File: config.mk
export PLATFORM = sky130hd
export DESIGN_NAME = serial_link_arbiter
export DESIGN_NICKNAME = d
export VERILOG_FILES = /design/src/rtl/serial_link_arbiter.sv
export SDC_FILE = /design/constraint.sdc
export NUM_CORES = 1
export LEC_CHECK = 0
export CAP_MARGIN = 20
export CELL_PAD_IN_SITES_DETAIL_PLACEMENT = 1
export CELL_PAD_IN_SITES_GLOBAL_PLACEMENT = 1
export CORE_MARGIN = 2
export CORE_UTILIZATION = 31
export CTS_CLUSTER_DIAMETER = 30
export DETAILED_ROUTE_END_ITERATION = 10
export GPL_TIMING_DRIVEN = 0
export PLACE_DENSITY_LB_ADDON = 0.1
export SLEW_MARGIN = 20
export SYNTH_ARGS = -nofsm -noshare
export SYNTH_HDL_FRONTEND = slang
export SYNTH_SLANG_ARGS = --single-unit
export TNS_END_PERCENT = 20
File: constraint.sdc
create_clock -name clk -period 3.4 [get_ports clk]
set_input_delay 1.02 -clock clk [delete_from_list [all_inputs] [get_ports clk]]
set_output_delay 1.02 -clock clk [all_outputs]
set_load 0.02 [all_outputs]
File: src/rtl/serial_link_arbiter.sv
// ---------------------------------------------------------------------------
// serial_link_arbiter
//
// Shares one serial transmit line between NREQ parallel-word requesters.
// A round-robin arbiter picks a winner while idle, latches its word, and the
// block then emits a frame: two '1' start bits, DATA_W payload bits MSB
// first, then GAP_CYC forced zero cycles.
//
// Ports:
//   clk         clock, all logic on the rising edge
//   rst_n       asynchronous active-low reset
//   en          arbitration enable (only gates new grants)
//   req_valid   per-requester word available
//   req_data    requester i's word in bits [i*DATA_W +: DATA_W]
//   req_ready   one-hot accept, combinational, only in the accept cycle
//   ser_out     registered serial line, idles at 0
//   busy        high while a frame is in progress
//   grant_id    index of the current or last granted requester
//   frame_done  one-cycle pulse on the first idle cycle after a frame
// ---------------------------------------------------------------------------
module serial_link_arbiter #(
    parameter int NREQ    = 4,
    parameter int DATA_W  = 32,
    parameter int GAP_CYC = 2
) (
    input  logic                     clk,
    input  logic                     rst_n,
    input  logic                     en,
    input  logic [NREQ-1:0]          req_valid,
    input  logic [NREQ*DATA_W-1:0]   req_data,
    output logic [NREQ-1:0]          req_ready,
    output logic                     ser_out,
    output logic                     busy,
    output logic [$clog2(NREQ)-1:0]  grant_id,
    output logic                     frame_done
);

    localparam int ID_W    = $clog2(NREQ);
    localparam int CNT_MAX = (DATA_W > GAP_CYC) ? ((DATA_W > 2) ? DATA_W : 2)
                                                : ((GAP_CYC > 2) ? GAP_CYC : 2);
    localparam int CNT_W   = $clog2(CNT_MAX) + 1;

    typedef enum logic [1:0] {
        IDLE,
        START,
        DATA,
        GAP
    } state_t;

    state_t              state_q, state_d;
    logic [CNT_W-1:0]    cnt_q, cnt_d;
    logic [DATA_W-1:0]   shift_q, shift_d;
    logic                ser_q, ser_d;
    logic                done_q, done_d;
    logic [ID_W-1:0]     grant_q, grant_d;
    logic [ID_W-1:0]     ptr_q, ptr_d;

    logic [ID_W-1:0]     cand;
    logic [ID_W-1:0]     win_idx;
    logic                win_found;
    logic                accept;

    // Round-robin search starting one past the last winner. The reset term
    // keeps req_ready low while reset is held, even though state reads IDLE.
    always_comb begin
        cand      = '0;
        win_idx   = '0;
        win_found = 1'b0;
        for (int k = 1; k <= NREQ; k++) begin
            cand = ID_W'((int'(ptr_q) + k) % NREQ);
            if (!win_found && req_valid[cand]) begin
                win_idx   = cand;
                win_found = 1'b1;
            end
        end
        accept = rst_n && (state_q == IDLE) && en && win_found;
        for (int i = 0; i < NREQ; i++) begin
            req_ready[i] = accept && (win_idx == ID_W'(i));
        end
    end

    // Frame sequencer. ser_d is the value the line shows during the next
    // state, so the first start bit is loaded at the accept edge and each
    // payload bit is taken from the shift register MSB as it is shifted out.
    always_comb begin
        state_d = state_q;
        cnt_d   = cnt_q + CNT_W'(1);
        shift_d = shift_q;
        ser_d   = 1'b0;
        done_d  = 1'b0;
        grant_d = grant_q;
        ptr_d   = ptr_q;
        case (state_q)
            IDLE: begin
                cnt_d = '0;
                if (accept) begin
                    state_d = START;
                    shift_d = req_data[int'(win_idx)*DATA_W +: DATA_W];
                    grant_d = win_idx;
                    ptr_d   = win_idx;
                    ser_d   = 1'b1;
                end
            end
            START: begin
                if (cnt_q == CNT_W'(1)) begin
                    state_d = DATA;
                    cnt_d   = '0;
                    ser_d   = shift_q[DATA_W-1];
                    shift_d = shift_q << 1;
                end else begin
                    ser_d = 1'b1;
                end
            end
            DATA: begin
                if (cnt_q == CNT_W'(DATA_W - 1)) begin
                    cnt_d = '0;
                    if (GAP_CYC == 0) begin
                        state_d = IDLE;
                        done_d  = 1'b1;
                    end else begin
                        state_d = GAP;
                    end
                end else begin
                    ser_d   = shift_q[DATA_W-1];
                    shift_d = shift_q << 1;
                end
            end
            GAP: begin
                if (cnt_q == CNT_W'(GAP_CYC - 1)) begin
                    state_d = IDLE;
                    cnt_d   = '0;
                    done_d  = 1'b1;
                end
            end
            default: begin
                state_d = IDLE;
                cnt_d   = '0;
            end
        endcase
    end

    // Reset drops any frame in flight immediately; the pointer restarts at
    // NREQ-1 so requester 0 is the first winner.
    always_ff @(posedge clk or negedge rst_n) begin
        if (!rst_n) begin
            state_q <= IDLE;
            cnt_q   <= '0;
            shift_q <= '0;
            ser_q   <= 1'b0;
            done_q  <= 1'b0;
            grant_q <= '0;
            ptr_q   <= ID_W'(NREQ - 1);
        end else begin
            state_q <= state_d;
            cnt_q   <= cnt_d;
            shift_q <= shift_d;
            ser_q   <= ser_d;
            done_q  <= done_d;
            grant_q <= grant_d;
            ptr_q   <= ptr_d;
        end
    end

    assign ser_out    = ser_q;
    assign busy       = (state_q != IDLE);
    assign grant_id   = grant_q;
    assign frame_done = done_q;

endmodule

==> flow_summary.json, run 1 <==
{
  "cts.clk_slew.worst_paths_ns": 0.09,
  "rsz0062_at_grt": "true",
  "wl_met1_um": 4840,
  "synth-edff-count": 0,
  "synthCells": 368,
  "run_status": "finished, violations left",
  "hold_path.class": "flip-flop to flip-flop",
  "htree_levels": 2,
  "hold_viol_final": 0,
  "final_common_cell": "clkdlybuf4s50_1",
  "rows": 37,
  "vias": 3340,
  "fin_hold_ws_ns": 0.512,
  "routed_wl_um": 10900,
  "async_reset_ff_frac": 1.00,
  "synth.yosys.warnings": 0,
  "grt_pass1_wl_um": 17600,
  "setup_viol": 1,
  "tritoncts": "done",
  "cts.path.max_buffers": 2,
  "viasPerCell": 5.08,
  "hold_buffers": 0,
  "ios": 144,
  "wl_per_cell_um": 16.6,
  "grt_max_degree": 48,
  "coreArea_um2": 10400,
  "place_congestion": 0.800,
  "mostFrequentLayoutCells": "clkdlybuf4s50_1, mux2_2, a31oi_1",
  "wl_met3_um": 486,
  "worstPathMaxFanout": 17,
  "dpl.hpwl_um": 8390,
  "r2r_cells": 8,
  "fill_cells": 1204,
  "fp.dieW_um": 108,
  "layout_setup_ws_ns": -0.0216,
  "synth_fp_nets": 510,
  "arrival_ns": 2.40,
  "critical_path_class": "primary input to output port",
  "die_area_um2": 11700,
  "area_delta_synth_final_pct": 52.8,
  "clock_latency_ns": 0.29,
  "antenna_left": 0,
  "nNetsFinal": 662,
  "ys.flop_type": "dfrtp_1",
  "yosysSeqAreaShare": 0.344,
  "violations": "setup timing",
  "start_util": 0.322,
  "diodes": 0,
  "die_h_um": 108,
  "drtIter0Drc": 115,
  "fmax_ghz": 0.292,
  "cts.sinks": 46,
  "relSlewSlack": 0.650,
  "grt_overflow": 0,
  "slew_violations": 0,
  "grt_pass1_vias": 3642,
  "grt_use_total": 0.191,
  "ys_ff_latch": 46,
  "ir_drop_mv": 0.332,
  "io_buffers": 143,
  "drive_above_1_share": 0.202,
  "syn-cell-area_um2": 3350,
  "holdPathStages": 1,
  "layout_min_cycle_time_ns": 3.42,
  "dr.max_layer_used": "met4",
  "worstPathRequired_ns": 2.38,
  "clock_skew_ns": 0.00763,
  "numCtsBuffers": 5,
  "synth_cell_types": 37,
  "cts_root_buf": "clkbuf_8",
  "met2WireLength_um": 5550,
  "p_leak_nw": 2.02,
  "dr.pass1.iters": 4,
  "cp-end-kind": "output port",
  "finalCoreUtilization": 0.491,
  "cap_violations": 0,
  "start_kind": "primary input",
  "drc_errors": 0,
  "syn_avg_cell_area_um2": 9.10,
  "worst_slew_pin_slew_ns": 0.525,
  "power.density_nw_per_um2": 829,
  "antenna_found_initial": 0,
  "fin_crit_sh": 1.01
}
==> flip-flops by register name, summed over array words and instances, names as in the netlist <==
signal	cells
grant_id	2
state_q	2
shift_q	32
ser_out	1
cnt_q	6
frame_done	1
ptr_q	2
==> stage by stage <==
stage                     total power [mW]  TNS, ns  instances  area, um2  setup slack, ns
after CTS                             4.28        0        656       5110          0.00111
after global placement                3.76   -81.89        647       4960            -2.65
after detailed placement              3.86    -4.60        647       4950            -1.24
after global routing                  4.65   -0.122        657       5120          -0.0984
after floorplan                       2.98        0        368       3350           0.0674
final                                 4.24  -0.0216        657       5120          -0.0216
==> where the power goes <==
group / switching, mW / total [mW] / internal (mW)
Clock: 0.188 / 0.352 / 0.165
Combinational: 1.59 / 2.91 / 1.32
Sequential: 0.146 / 0.979 / 0.833
Total: 1.92 / 4.24 / 2.32
==> layer usage <==
layer | GRT usage | vias up
met3 | 0.0344 | 2
met5 | 0 | -
met1 | 0.234 | 1636
met4 | 0.0357 | 0
li1 | - | 1620
met2 | 0.350 | 82
==> worst max-delay path: stages <==
cell and delay [ns]:
dlygate4sd2_1 0.27, nand2b_1 0.17, a21boi_2 0.18, o21ai_2 0.20, buf_6 0.15, buf_12 0.14
nor2b_2 0.14, buf_4 0.14
==> cell type report <==
cell class	count	area [um2]	area share
plain buffers	25	154	0.0301
inverters	5	18.8	0.00367
repair buffers	147	1450	0.284
clock buffers	7	86.3	0.0169
multi-input cells	290	2080	0.406
well taps	136	170	0.0332
clock inverters	1	5.00	0.000978
flip-flops and latches	46	1150	0.225
==> logic make-up (layout without fill, tap and decap cells) <==
| kind of cell | after synthesis | after routing | share of synthesized area |
|---|---|---|---|
| buffers and inverters | 32 | 185 | 0.0501 |
| DFF | 46 | 46 | 0.344 |
| AOI/OAI and AO/OA | 76 | 76 | 0.147 |
| and+or+nand+nor | 133 | 133 | 0.189 |
| adders and majority gates | 7 | 7 | 0.0261 |
| muxes | 70 | 70 | 0.233 |
| xor gates and xnor gates | 4 | 4 | 0.0105 |
==> path summary, 6_finish.rpt <==
path	start	to	slack, ns
worst min-delay path	cnt_q[0]$_DFF_PN0_	cnt_q[0]$_DFF_PN0_	0.51
worst max-delay path	req_valid[2]	req_ready[3]	-0.02
worst max register to register	state_q[1]$_DFFE_PN0P_	shift_q[24]$_DFFE_PN0P_	1.08
worst min register to register	cnt_q[0]$_DFF_PN0_	cnt_q[0]$_DFF_PN0_	0.51
min in group asynchronous	rst_n	cnt_q[0]$_DFF_PN0_	0.65
max in group asynchronous	rst_n	ptr_q[0]$_DFFE_PN1P_	2.39
==> cells in the mapped netlist, drive strengths merged (3+ instances only) <==
library cell  instances  area share
a31oi                61        0.11
and2                 31       0.058
buf                  15       0.031
clkbuf               12       0.013
dfrtp                44        0.33
ha                    7       0.026
inv                   4      0.0045
mux2                 64        0.22
mux2i                 6       0.018
nand2                37       0.041
nand2b                7       0.013
nand3                 3      0.0045
nor2                 45       0.050
o21ai                 3      0.0045
==> timing repair <==
item / CTS / global route
gates cloned: 0 / 0
setup endpoints to repair: 4 / 4
endpoints found under the hold margin: 0 / 0
resized for setup: 36 / 5
setup buffers: 3 / 1
pin swaps: 0 / 1
Note: power is estimated with default switching activity, not from simulation.
==> run 2: changes to the inputs <==
- CAP_MARGIN: 20 -> 30
==> results of run 2 <==
The final DEF is identical to that of run 1; final timing and power are the same.
==> run 3: changes to the inputs <==
- RECOVER_POWER: unset -> 100
==> run 3 against run 2 <==
Effect of this change:
- the flow still finishes with violations (setup timing)
- count of clock-buffer cells in the layout unchanged
- die area unchanged
- flip-flop and latch count unchanged
- critical path type unchanged
- largest power group unchanged
==> flow_summary.json, run 3 (synthesis results as in run 1) <==
{
  "run_status": "finished, violations left",
  "violations": "setup timing",
  "antenna_left": 0,
  "slew_violations": 0,
  "hold_buffers": 0,
  "grt_max_degree": 48,
  "io_buffers": 143,
  "fp.dieW_um": 108,
  "r2r_cells": 8,
  "grt_pass1_vias": 3642,
  "grt_use_total": 0.191,
  "cts.clk_slew.worst_paths_ns": 0.09,
  "layout_min_cycle_time_ns": 3.42,
  "place_congestion": 0.800,
  "antenna_found_initial": 0,
  "ios": 144,
  "area_delta_synth_final_pct": 52.8,
  "tritoncts": "done",
  "start_util": 0.322,
  "drtIter0Drc": 115,
  "cts.path.max_buffers": 2,
  "fin_area_um2": 5120,
  "nNetsFinal": 662,
  "arrival_ns": 2.40,
  "coreArea_um2": 10400,
  "hold_viol_final": 0,
  "cap_violations": 0,
  "dp_slack_ns": -1.24,
  "relSlewSlack": 0.650,
  "critPathBufInv": 4,
  "diodes": 0,
  "reg.largest.list": "shift_q: 32 flops, cnt_q: 6 flops",
  "cp-end-kind": "output port",
  "largest_reg_flops": 32,
  "numCtsBuffers": 5,
  "dr.pass1.iters": 4,
  "routed_wl_um": 10900,
  "fin_crit_sh": 1.01,
  "crit_path_max_incr_delay_ns": 0.27,
  "power.density_nw_per_um2": 829,
  "crit_family": "buffers and inverters",
  "rrSetupSlack_ns": 1.08,
  "ir_drop_mv": 0.332,
  "grt_overflow": 0,
  "hold_path_end": "cnt_q[0]$_DFF_PN0_",
  "grt_pass1_wl_um": 17600,
  "placed_area_um2": 4950,
  "worst_slew_pin_slew_ns": 0.525,
  "critical_path_class": "primary input to output port",
  "cts_root_buf": "clkbuf_8",
  "cts.sinks": 46,
  "die_area_um2": 11700,
  "rsz0062_at_grt": "true",
  "fmax_ghz": 0.292,
  "clock_skew_ns": 0.00760,
  "wl_per_cell_um": 16.6,
  "rows": 37,
  "hp-start": "cnt_q[0]$_DFF_PN0_",
  "die_h_um": 108,
  "r2r_start": "state_q[1]$_DFFE_PN0P_",
  "layout_setup_ws_ns": -0.0216,
  "final_common_cell": "clkdlybuf4s50_1",
  "mostFrequentLayoutCells": "clkdlybuf4s50_1, mux2_2, a31oi_1",
  "stdcell_count": 657,
  "reg2reg_to": "shift_q[24]$_DFFE_PN0P_",
  "drive_above_1_share": 0.202,
  "setup_viol": 1,
  "clock_latency_ns": 0.29,
  "dp.cells": 647,
  "start_kind": "primary input",
  "cp.depth": 8,
  "p_leak_nw": 2.02,
  "viasPerCell": 5.08,
  "vias": 3340,
  "htree_levels": 2,
  "crit_slowest_cell": "dlygate4sd2_1",
  "worstPathRequired_ns": 2.38,
  "crit_chain": "dlygate4sd2_1 -> nand2b_1 -> a21boi_2 -> o21ai_2 -> buf_6 -> buf_12 -> nor2b_2 -> buf_4",
  "worstPathMaxFanout": 17,
  "drc_errors": 0,
  "dpl.hpwl_um": 8390,
  "max_flop_register": "shift_q",
  "hold_path.class": "flip-flop to flip-flop",
  "holdPathStages": 1
}
run 3: cell counts in the layout (fill, tap and decap cells not counted):
No cell type changed its count.
run 3: cell type report:
class / instances / area [um2]
Buffer: 25 / 154
Clock buffer: 7 / 86.3
Clock inverter: 1 / 5.00
Fill cell: 1204 / 5300
Inverter: 5 / 18.8
Multi-Input combinational cell: 290 / 2080
Sequential cell: 46 / 1150
Tap cell: 136 / 170
Timing Repair Buffer: 147 / 1450
run 3: repair_timing:
| item | CTS | global route |
|---|---|---|
| buffers inserted | 3 | 1 |
| endpoints found under the setup margin | 4 | 4 |
| gates resized for setup | 36 | 5 |
| pin swaps | 0 | 1 |
| endpoints found under the hold margin | 0 | 0 |
run 3: stage by stage:
stage	TNS (ns)	hold slack, ns	power, mW	utilization
6_report	-0.0216	0.512	4.24	0.491
5_1_grt	-0.122	0.563	4.65	0.491
4_1_cts	0	0.522	4.28	0.491
3_5_place_dp	-4.60	0.505	3.86	0.476
3_3_place_gp	-81.89	0.461	3.76	0.476
2_1_floorplan	0	0.461	2.98	-
run 3: worst max-delay path by stage:
stage          slack (ns)            to          from
6_report            -0.02  req_ready[3]  req_valid[2]
5_1_grt              -0.1  req_ready[3]  req_valid[2]
4_1_cts             0.001  req_ready[3]  req_valid[2]
3_5_place_dp        -1.24  req_ready[1]  req_valid[3]
2_1_floorplan        0.07  req_ready[1]  req_valid[2]
3_3_place_gp        -2.65  req_ready[3]         rst_n
run 3: power breakdown:
part | internal (mW) | switching, mW
sequential | 0.833 | 0.146
combinational | 1.32 | 1.59
clock | 0.165 | 0.188
run 3: per-layer routing:
layer | global-route usage | share of wire | vias up
met3 | 0.0344 | 0.044 | 2
met2 | 0.350 | 0.51 | 82
met1 | 0.234 | 0.44 | 1636
met5 | 0 | 0 | -
met4 | 0.0357 | 0.0047 | 0
li1 | - | - | 1620
